==> config.mk <==
export PLATFORM = sky130hd
export DESIGN_NAME = systolic_skew_feeder_flat
export DESIGN_NICKNAME = d
export VERILOG_FILES = /design/src/rtl/systolic_skew_feeder_if.sv /design/src/rtl/systolic_skew_feeder.sv /design/src/flat_wrapper.sv
export SDC_FILE = /design/constraint.sdc
export NUM_CORES = 2
export LEC_CHECK = 0
export BUFFER_PORTS_ARGS = -buffer_cell sky130_fd_sc_hd__buf_2
export CORE_AREA = 2 2 438 440
export CTS_CLUSTER_DIAMETER = 200
export CTS_CLUSTER_SIZE = 16
export DETAILED_ROUTE_END_ITERATION = 7
export DIE_AREA = 0 0 440 442
export GPL_TIMING_DRIVEN = 1
export REMOVE_ABC_BUFFERS = 1
export SETUP_SLACK_MARGIN = 0.2
export SLEW_MARGIN = 40
export SYNTH_ARGS = -nofsm -noshare
export SYNTH_HDL_FRONTEND = slang
export SYNTH_SLANG_ARGS = --single-unit
==> constraint.sdc <==
create_clock -name clk -period 4.8 [get_ports clk]
set_clock_uncertainty 0.2 [all_clocks]
set_input_delay 0.48 -clock clk [delete_from_list [all_inputs] [get_ports clk]]
set_output_delay 0.48 -clock clk [all_outputs]
set_load 0.005 [all_outputs]
==> src/rtl/systolic_skew_feeder_if.sv <==
// Bundle of the operand-loader side and PE-array side signals of the skew feeder.
// The loader/controller drives through master; the feeder attaches as slave.
interface systolic_skew_feeder_if #(
    parameter int DATA_WIDTH = 8,
    parameter int CHANNELS   = 16
);
    logic                           start;
    logic                           read_en;
    logic                           flush;
    logic [CHANNELS-1:0]            in_valid;
    logic [CHANNELS*DATA_WIDTH-1:0] data_in;
    logic [CHANNELS*DATA_WIDTH-1:0] data_out;
    logic [CHANNELS-1:0]            out_valid;
    logic [CHANNELS-1:0]            full;
    logic [CHANNELS-1:0]            empty;
    logic [CHANNELS-1:0]            overflow;
    logic                           busy;
    logic                           done;

    modport master (
        output start, read_en, flush, in_valid, data_in,
        input  data_out, out_valid, full, empty, overflow, busy, done
    );

    modport slave (
        input  start, read_en, flush, in_valid, data_in,
        output data_out, out_valid, full, empty, overflow, busy, done
    );
endinterface

==> src/rtl/systolic_skew_feeder.sv <==
// Per-channel circular operand buffers drained into the PE array edge with an
// optional diagonal skew: channel i's drain window opens i steps after channel 0.
module systolic_skew_feeder #(
    parameter int DATA_WIDTH = 8,
    parameter int DEPTH      = 9,
    parameter int CHANNELS   = 16,
    parameter int SKEW_EN    = 1
) (
    input  logic                  clk,
    input  logic                  rst,
    systolic_skew_feeder_if.slave sf
);
    localparam int L  = DEPTH + (CHANNELS - 1) * SKEW_EN;
    localparam int TW = $clog2(L);
    localparam int PW = $clog2(DEPTH);
    localparam int CW = $clog2(DEPTH + 1);

    typedef enum logic [0:0] {IDLE_ST = 1'b0, RUN_ST = 1'b1} state_t;

    state_t                         state_r;
    state_t                         state_s;
    logic [TW-1:0]                  t_r;
    logic [TW-1:0]                  t_s;
    logic                           step_s;
    logic                           last_step_s;
    logic                           busy_r;
    logic                           done_r;

    logic [DATA_WIDTH-1:0]          mem_r    [CHANNELS][DEPTH];
    logic [PW-1:0]                  wr_ptr_r [CHANNELS];
    logic [PW-1:0]                  rd_ptr_r [CHANNELS];
    logic [CW-1:0]                  count_r  [CHANNELS];
    logic [CHANNELS-1:0]            full_s;
    logic [CHANNELS-1:0]            empty_s;
    logic [CHANNELS-1:0]            wr_s;
    logic [CHANNELS-1:0]            pop_s;
    logic [CHANNELS-1:0]            ovf_set_s;
    logic [CHANNELS-1:0]            overflow_r;
    logic [CHANNELS-1:0]            out_valid_r;
    logic [CHANNELS*DATA_WIDTH-1:0] data_out_r;

    function automatic logic [PW-1:0] ptr_next(input logic [PW-1:0] p);
        if (p == PW'(DEPTH - 1)) begin
            return {PW{1'b0}};
        end else begin
            return p + PW'(1);
        end
    endfunction

    // Occupancy flags straight from the registered counts
    always_comb begin
        full_s  = {CHANNELS{1'b0}};
        empty_s = {CHANNELS{1'b0}};
        for (int i = 0; i < CHANNELS; i++) begin
            full_s[i]  = (count_r[i] == CW'(DEPTH));
            empty_s[i] = (count_r[i] == {CW{1'b0}});
        end
    end

    // Controller next state: one drain step per cycle while read_en is high in RUN
    always_comb begin
        state_s     = state_r;
        t_s         = t_r;
        step_s      = 1'b0;
        last_step_s = 1'b0;
        case (state_r)
            IDLE_ST: begin
                if (sf.start) begin
                    state_s = RUN_ST;
                    t_s     = {TW{1'b0}};
                end else begin
                    state_s = IDLE_ST;
                end
            end
            RUN_ST: begin
                if (sf.read_en) begin
                    step_s = 1'b1;
                    if (t_r == TW'(L - 1)) begin
                        last_step_s = 1'b1;
                        state_s     = IDLE_ST;
                        t_s         = {TW{1'b0}};
                    end else begin
                        t_s = t_r + TW'(1);
                    end
                end else begin
                    t_s = t_r;
                end
            end
            default: begin
                state_s = IDLE_ST;
                t_s     = {TW{1'b0}};
            end
        endcase
    end

    // Per-channel write/pop/overflow decisions; an empty channel in its window just pads
    always_comb begin
        wr_s      = {CHANNELS{1'b0}};
        pop_s     = {CHANNELS{1'b0}};
        ovf_set_s = {CHANNELS{1'b0}};
        for (int i = 0; i < CHANNELS; i++) begin
            wr_s[i]      = sf.in_valid[i] && !full_s[i];
            ovf_set_s[i] = sf.in_valid[i] && full_s[i];
            pop_s[i]     = step_s && !empty_s[i]
                           && (int'(t_r) >= i * SKEW_EN)
                           && (int'(t_r) <  i * SKEW_EN + DEPTH);
        end
    end

    // Buffer storage; contents need no clearing since pointers/counts define validity
    always_ff @(posedge clk) begin
        for (int i = 0; i < CHANNELS; i++) begin
            if (!rst && !sf.flush && wr_s[i]) begin
                mem_r[i][wr_ptr_r[i]] <= sf.data_in[i*DATA_WIDTH +: DATA_WIDTH];
            end
        end
    end

    // Pointers, counts and sticky overflow per channel
    always_ff @(posedge clk) begin
        if (rst || sf.flush) begin
            for (int i = 0; i < CHANNELS; i++) begin
                wr_ptr_r[i] <= {PW{1'b0}};
                rd_ptr_r[i] <= {PW{1'b0}};
                count_r[i]  <= {CW{1'b0}};
            end
            overflow_r <= {CHANNELS{1'b0}};
        end else begin
            for (int i = 0; i < CHANNELS; i++) begin
                if (wr_s[i]) begin
                    wr_ptr_r[i] <= ptr_next(wr_ptr_r[i]);
                end
                if (pop_s[i]) begin
                    rd_ptr_r[i] <= ptr_next(rd_ptr_r[i]);
                end
                count_r[i] <= count_r[i] + CW'(wr_s[i]) - CW'(pop_s[i]);
                if (ovf_set_s[i]) begin
                    overflow_r[i] <= 1'b1;
                end
            end
        end
    end

    // Drain output register: zero padding on idle steps, held data during a stall
    always_ff @(posedge clk) begin
        if (rst || sf.flush) begin
            out_valid_r <= {CHANNELS{1'b0}};
            data_out_r  <= {(CHANNELS*DATA_WIDTH){1'b0}};
        end else if (step_s) begin
            for (int i = 0; i < CHANNELS; i++) begin
                out_valid_r[i] <= pop_s[i];
                data_out_r[i*DATA_WIDTH +: DATA_WIDTH] <=
                    pop_s[i] ? mem_r[i][rd_ptr_r[i]] : {DATA_WIDTH{1'b0}};
            end
        end else if (state_r == RUN_ST) begin
            out_valid_r <= {CHANNELS{1'b0}};
        end else begin
            out_valid_r <= {CHANNELS{1'b0}};
            data_out_r  <= {(CHANNELS*DATA_WIDTH){1'b0}};
        end
    end

    // Controller state, step counter and status flags
    always_ff @(posedge clk) begin
        if (rst || sf.flush) begin
            state_r <= IDLE_ST;
            t_r     <= {TW{1'b0}};
            busy_r  <= 1'b0;
            done_r  <= 1'b0;
        end else begin
            state_r <= state_s;
            t_r     <= t_s;
            busy_r  <= (state_s == RUN_ST);
            done_r  <= last_step_s;
        end
    end

    assign sf.data_out  = data_out_r;
    assign sf.out_valid = out_valid_r;
    assign sf.full      = full_s;
    assign sf.empty     = empty_s;
    assign sf.overflow  = overflow_r;
    assign sf.busy      = busy_r;
    assign sf.done      = done_r;
endmodule

==> src/flat_wrapper.sv <==
// flat-port wrapper written by rule: the top's interface ports become plain ports
module systolic_skew_feeder_flat 
#(
    parameter int DATA_WIDTH = 8,
    parameter int DEPTH      = 9,
    parameter int CHANNELS   = 16,
    parameter int SKEW_EN    = 1
)
  (clk, rst, sf_start, sf_read_en, sf_flush, sf_in_valid, sf_data_in, sf_data_out, sf_out_valid, sf_full, sf_empty, sf_overflow, sf_busy, sf_done);
  systolic_skew_feeder_if #(.DATA_WIDTH(DATA_WIDTH), .CHANNELS(CHANNELS)) sf_i ();
  input  logic clk;
  input  logic rst;
  input wire logic [$bits(sf_i.start)-1:0] sf_start;
  input wire logic [$bits(sf_i.read_en)-1:0] sf_read_en;
  input wire logic [$bits(sf_i.flush)-1:0] sf_flush;
  input wire logic [$bits(sf_i.in_valid)-1:0] sf_in_valid;
  input wire logic [$bits(sf_i.data_in)-1:0] sf_data_in;
  output wire logic [$bits(sf_i.data_out)-1:0] sf_data_out;
  output wire logic [$bits(sf_i.out_valid)-1:0] sf_out_valid;
  output wire logic [$bits(sf_i.full)-1:0] sf_full;
  output wire logic [$bits(sf_i.empty)-1:0] sf_empty;
  output wire logic [$bits(sf_i.overflow)-1:0] sf_overflow;
  output wire logic [$bits(sf_i.busy)-1:0] sf_busy;
  output wire logic [$bits(sf_i.done)-1:0] sf_done;
  assign sf_i.start = sf_start;
  assign sf_i.read_en = sf_read_en;
  assign sf_i.flush = sf_flush;
  assign sf_i.in_valid = sf_in_valid;
  assign sf_i.data_in = sf_data_in;
  assign sf_data_out = sf_i.data_out;
  assign sf_out_valid = sf_i.out_valid;
  assign sf_full = sf_i.full;
  assign sf_empty = sf_i.empty;
  assign sf_overflow = sf_i.overflow;
  assign sf_busy = sf_i.busy;
  assign sf_done = sf_i.done;
  systolic_skew_feeder #(.DATA_WIDTH(DATA_WIDTH), .DEPTH(DEPTH), .CHANNELS(CHANNELS), .SKEW_EN(SKEW_EN)) u_core (.clk(clk), .rst(rst), .sf(sf_i));
endmodule
# Yosys cells after proc, flatten, opt, wreduce, memory -nomap -nowiden
# Memory sizes are Yosys's and may differ from the RTL's.
# Index checks and enable logic that the tools add are counted.
# word_totals
reg_bits	167
mem_bits_rw	1344
inputBits	149
out_inout_bits	194
elab_cells	854
memories	4
# memory_table
name	words	word_bits	rd	rd_ports_with_merged_regs	wr	line	source
u_core.mem_r	16	72	16	0	16	systolic_skew_feeder.sv:29	logic [DATA_WIDTH-1:0] mem_r [CHANNELS][DEPTH];
u_core.count_r	16	4	16	0	16	systolic_skew_feeder.sv:32	logic [CW-1:0] count_r [CHANNELS];
u_core.rd_ptr_r	16	4	16	0	16	systolic_skew_feeder.sv:31	logic [PW-1:0] rd_ptr_r [CHANNELS];
u_core.wr_ptr_r	16	4	16	0	16	systolic_skew_feeder.sv:30	logic [PW-1:0] wr_ptr_r [CHANNELS];
# op_classes
addsub	65
n_lt_le_gt_ge	79
eq_ne	52
n_mux	384
bitwise	83
reduce_logical	166
# ops
op	count
72-bit 2-to-1 mux	16
4-bit 2-to-1 mux	144
8-bit binary-select mux with 4-bit select	16
8-bit demux with 4-bit select	16
8-bit 2-to-1 mux	64
128-bit 2-to-1 mux	2
4-bit == test, second input constant	48
5-bit >= comparator, second input constant	32
4-bit inverter with 5-bit output	32
4-bit by 1-bit adder with 4-bit output, second input constant	32
1-bit 2-to-1 mux	121
1-bit logical AND	112
5-bit by 1-bit < comparator with 1-bit output, second input constant	16
4-bit by 1-bit adder with 4-bit output	16
4-bit zero test	16
4-bit by 1-bit subtractor with 4-bit output	16
1-bit bitwise OR	48
5-bit < comparator, second input constant	9
5-bit by 4-bit >= comparator with 1-bit output, second input constant	8
5-bit by 4-bit < comparator with 1-bit output, second input constant	7
1-bit zero test	34
5-bit by 3-bit >= comparator with 1-bit output, second input constant	4
5-bit 2-to-1 mux	3
5-bit by 2-bit >= comparator with 1-bit output, second input constant	2
other kinds (11)	15

# Longest topological paths before layout
# logic_depth
ltp_word	9
depth_mapped	15
ltp_nobuf	13

# Worst setup path before layout
# Ideal clock, no wire load.
# synth_timing
path_kind	reg2reg
startpoint	reg u_core.t_r[1]
endpoint	mem u_core.count_r[0][22] (netlist name)
setup_time_ns	0.128
arrival_time_ns	2.930
required_time_ns	4.472
slack_ns	1.542
path_stages_with_launch	16
path_buffers	3
period_less_slack_ns	3.258
cell_sequence	dfxtp_1 > clkbuf_1 > clkbuf_1 > inv_1 > ha_1 > o31ai_1 > a211o_1 > clkbuf_1 > nor2_1 > ha_1 > inv_1 > ha_1 > inv_1 > fa_1 > xor2_1 > nor2_1
# synth_rtl
element	line	source
from (decl)	systolic_skew_feeder.sv:22	logic [TW-1:0] t_r;
from (signal assigned)	systolic_skew_feeder.sv:167	t_r <= {TW{1'b0}};
from (signal assigned)	systolic_skew_feeder.sv:172	t_r <= t_s;
to (decl)	systolic_skew_feeder.sv:32	

==> summary.md <==
| Metric | Value |
|---|---|
| Status | finished, final reports clean |
| Register area | 0.0431 mm2 |
| Hold WC Path Type | in2reg |
| Die Ht | around 440 um |
| Via count | roughly 33000 |
| Max Cap Viol | 0 |
| Final hold violation count | 0 |
| Unrepaired setup endpoints after global routing | false |
| RR Endpoint | u_core.count_r[0][62] |
| Async S/R FF share, synth | 0 |
| Die width | 440 um |
| Met3 Resource Use GR | 0.0217 |
| Util after Layout | 0.379 |
| Tmin final | 3550 ps |
| Core Region | approximately 0.19 mm2 |
| Ys Warns | 0 |
| Worst Setup SP | u_core.t_r[1] |
| Via/cell ratio | 4.74 |
| Crit path to | u_core.count_r[0][62] |
| Max Freq | about 280 MHz |
| PortBufs | 342 |
| # nets final | ~4800 |
| Rows | 160 |
| Critical Path, Cell by Cell | ha_1 -> and3_1 -> ha_1 -> o2111ai_1 -> inv_1 -> ha_1 -> inv_1 -> ha_1 -> inv_1 -> fa_1 -> xor2_1 -> nor2_1 |
| Sequential power share | 0.591 |
| Final hold slack | 187 ps |
| Ports | 343 |
| Setup-failing EPs final | 0 |
| Logic pwr share | 0.058 |
| Antenna viol nets, final | 0 |
| Clk buf depth | 3 |
| CTS Sinks | ~1500 |
| Post-synthesis sequential area ratio | 0.693 |
| Final Instance Area | between 0.07 and 0.08 mm2 |
| Worst-margin pin slew | 831 ps |
| Peak supply drop | 0.298 mV |
| CTS tree | built |
| Cell Area, Synth | between 0.06 and 0.07 mm2 |
| Switching power | 5.40 mW |
| Final WL | around 150 mm |
| Syn_area_per_cell | 16.1 um2 |
| R2R cell count | 12 |
| Synthesized flop and latch total | 1511 |
| Post-CTS Setup Bufs | 0 |
| Drc violations | 0 |
| Final period util | 0.741 |
| Relative slew slack | 0.444 |
| Worst setup EP type | flip-flop |
| Initial core utilization | 0.328 |
| Most common flop cell mapped by yosys | edfxtp_1 |
| Switching part of the total | 0.220 |
| Met2 usage | 0.260 |
| Vias in the first global route | 34200 |
| Setup TNS | 0 ps |
| Pleak | 25.2 nW |
| Total gr overflow | 0 |
| Crit Path Category | reg2reg |
| Post-synth cell types | 58 |
| DRT iter0 DRCs | just under 2000 |
| Resized cells post-CTS | 0 |
| TritonCTS Buffers | 104 |
| Crit path top cell by count | ha_1 |
| Clk_lat worst skew | 770 ps |
| Worst Path Required | 5240 ps |
| Critical path depth | 12 |
| Family with the most delay on the worst path | adder cells |
| Worst Path Buf+Inv | 3 |
| Clock Root Buffer | clkbuf_16 |
| Hpwl dp | 100 mm |
| Layout area overhead | 15.6% |
| Avg WL per Cell | 20.8 um |
| Critical Path Slowest Stage Cell | o2111ai_1 |
| Pre-CTS WS | approximately 1200 ps |
| GR Util met1 | 0.185 |
| PwrDens | between 300 and 400 mW/mm2 |
| Final Max Tran Viols | 0 |
| CP startpoint kind | flip-flop |
| Multi-input logic area | 0.0174 mm2 |
| Routability Congestion | 0.769 |
| H-tree depth | 3 |
| FF-to-FF Start | u_core.t_r[1] |
| GRT Max-Usage Layer | met2 |
| Global-route wire length before repair | 217 mm |
| Die Area | 0.194 mm2 |
| Fraction of layout cells with a size suffix above 1 | 0.196 |
| R2r setup slk | about 1200 ps |
| Worst path max stage delay | 610 ps |
| Final setup margin | approximately 1200 ps |
| Internal cell power | between 15 and 20 mW |
| GRT Overall Usage | 0.148 |
| Clock share of power | 0.351 |
| Initial antenna violation count | 11 |
| Post-Syn Instances | roughly 3900 |
| EDFF count, synth | 1280 |
| Layout fillers | between 15000 and 20000 |
| Critical Path Fanout Max | 23 |
| Worst EP arrival | 3990 ps |
| Clock transition at path regs | 80 ps |
| Pre-Repair DR Iteration Count | 6 |
| Placed Area | slightly below 0.07 mm2 |
| Largest net degree at the start of global routing | 67 |
power by group through the flow:
stage	clock [mW]	sequential (mW)	combinational, mW
6_report	8.61	14.5	1.42
5_1_grt	9.35	14.5	1.57
4_1_cts	8.93	14.5	1.45
3_5_place_dp	0	14.8	1.34
3_3_place_gp	0	14.8	1.24
2_1_floorplan	0	14.8	0.707
tightest hold or removal path, cell delays in order:
cell and delay, ps:
buf_2 190, nand2_1 130, a211oi_1 80, nand2_1 130, nor2_1 70
flip-flops by register name, summed over array words and instances (netlist names), 5 cells and up:
| signal | count |
|---|---|
| u_core.mem_r | 1152 |
| u_core.sf.out_valid | 16 |
| u_core.sf.overflow | 16 |
| u_core.t_r | 5 |
| u_core.wr_ptr_r | 64 |
| u_core.rd_ptr_r | 64 |
| u_core.count_r | 64 |
| u_core.sf.data_out | 128 |
routing by layer:
layer  vias up  routed length (um)
li1      15600                   -
met1     16900               60800
met2       555               74300
met3       214                5290
met4         8                5410
met5         -                  54
layout make-up:
class / instances / share of cell area
Clock inverter: 7 / 0.00131
Multi-Input combinational cell: 1855 / 0.242
Sequential cell: 1511 / 0.599
Clock buffer: 188 / 0.0406
Inverter: 356 / 0.0186
Tap cell: 2511 / 0.0437
Antenna cell: 8 / 0.000279
Timing Repair Buffer: 571 / 0.0549
worst min-delay path by stage:
stage,from,endpoint,slack [ps],cells past startpoint
after floorplan,u_core.mem_r[0][288],u_core.sf.data_out[32],260,2
after global placement,u_core.sf.data_out[124],u_core.sf.data_out[124],240,2
after detailed placement,u_core.sf.data_out[76],u_core.sf.data_out[76],250,2
after CTS,sf_read_en,u_core.sf.out_valid[13],90,5
after global routing,rst,u_core.count_r[0][56],150,4
final,sf_read_en,u_core.sf.out_valid[13],190,5
cell families after synthesis:
| logic type | synth area share |
|---|---|
| compound gates | 0.0319 |
| xor+xnor | 0.00986 |
| fa+ha+maj | 0.0446 |
| buf+inv | 0.0303 |
| flops | 0.693 |
| mux | 0.117 |
| simple gates | 0.0741 |
Yosys cell counts, types with 12 or more instances:
| cell | count | area share |
|---|---|---|
| nor3b_1 | 43 | 0.0052 |
| xnor2_1 | 47 | 0.0066 |
| and2_1 | 135 | 0.014 |
| mux2i_1 | 116 | 0.019 |
| ha_1 | 196 | 0.039 |
| clkbuf_1 | 120 | 0.0072 |
| a211oi_1 | 12 | 0.0014 |
| xor2_1 | 23 | 0.0032 |
| a21oi_1 | 68 | 0.0055 |
| mux4_2 | 256 | 0.093 |
| and3_1 | 32 | 0.0032 |
| o211ai_1 | 24 | 0.0029 |
| nand3b_1 | 37 | 0.0045 |
| mux2_2 | 28 | 0.0051 |
| nand2_1 | 222 | 0.013 |
| nand2b_1 | 41 | 0.0041 |
| edfxtp_1 | 1280 | 0.62 |
| o21ai_0 | 21 | 0.0017 |
| inv_2 | 15 | 0.00091 |
| fa_1 | 16 | 0.0052 |
| dfxtp_1 | 231 | 0.074 |
| nand4_1 | 20 | 0.0020 |
| nor3_1 | 37 | 0.0030 |
| nand3_1 | 75 | 0.0060 |
| nor2_1 | 219 | 0.013 |
| inv_1 | 341 | 0.021 |
| o221ai_1 | 88 | 0.012 |
| a21o_1 | 17 | 0.0021 |
per-stage QoR:
step | instances | total power, mW
detailed placement | 6659 | 16.1
floorplan | 3722 | 15.5
CTS | 6999 | 24.9
finish | 7007 | 24.5
global placement | 6635 | 16.1
global route | 7002 | 25.4
timing repair:
item	in CTS	in global routing
endpoints found under the setup margin	0	0
endpoints found under the hold margin	1175	0
hold buffers	145	0
cell usage in the layout, fill, tap and decap left out, types with 68 or more instances in the layout:
cell and count:
ha_1 196, and2_1 135, clkbuf_16 104, inv_1 341, nand2_1 222, mux2i_1 116
nor2_1 202, buf_2 342, edfxtp_1 1280, mux4_2 256, clkbuf_1 84, dfxtp_1 231
a21oi_1 68, nand3_1 75, dlygate4sd3_1 145, o221ai_1 88
Power figures use the tool's default switching activity.
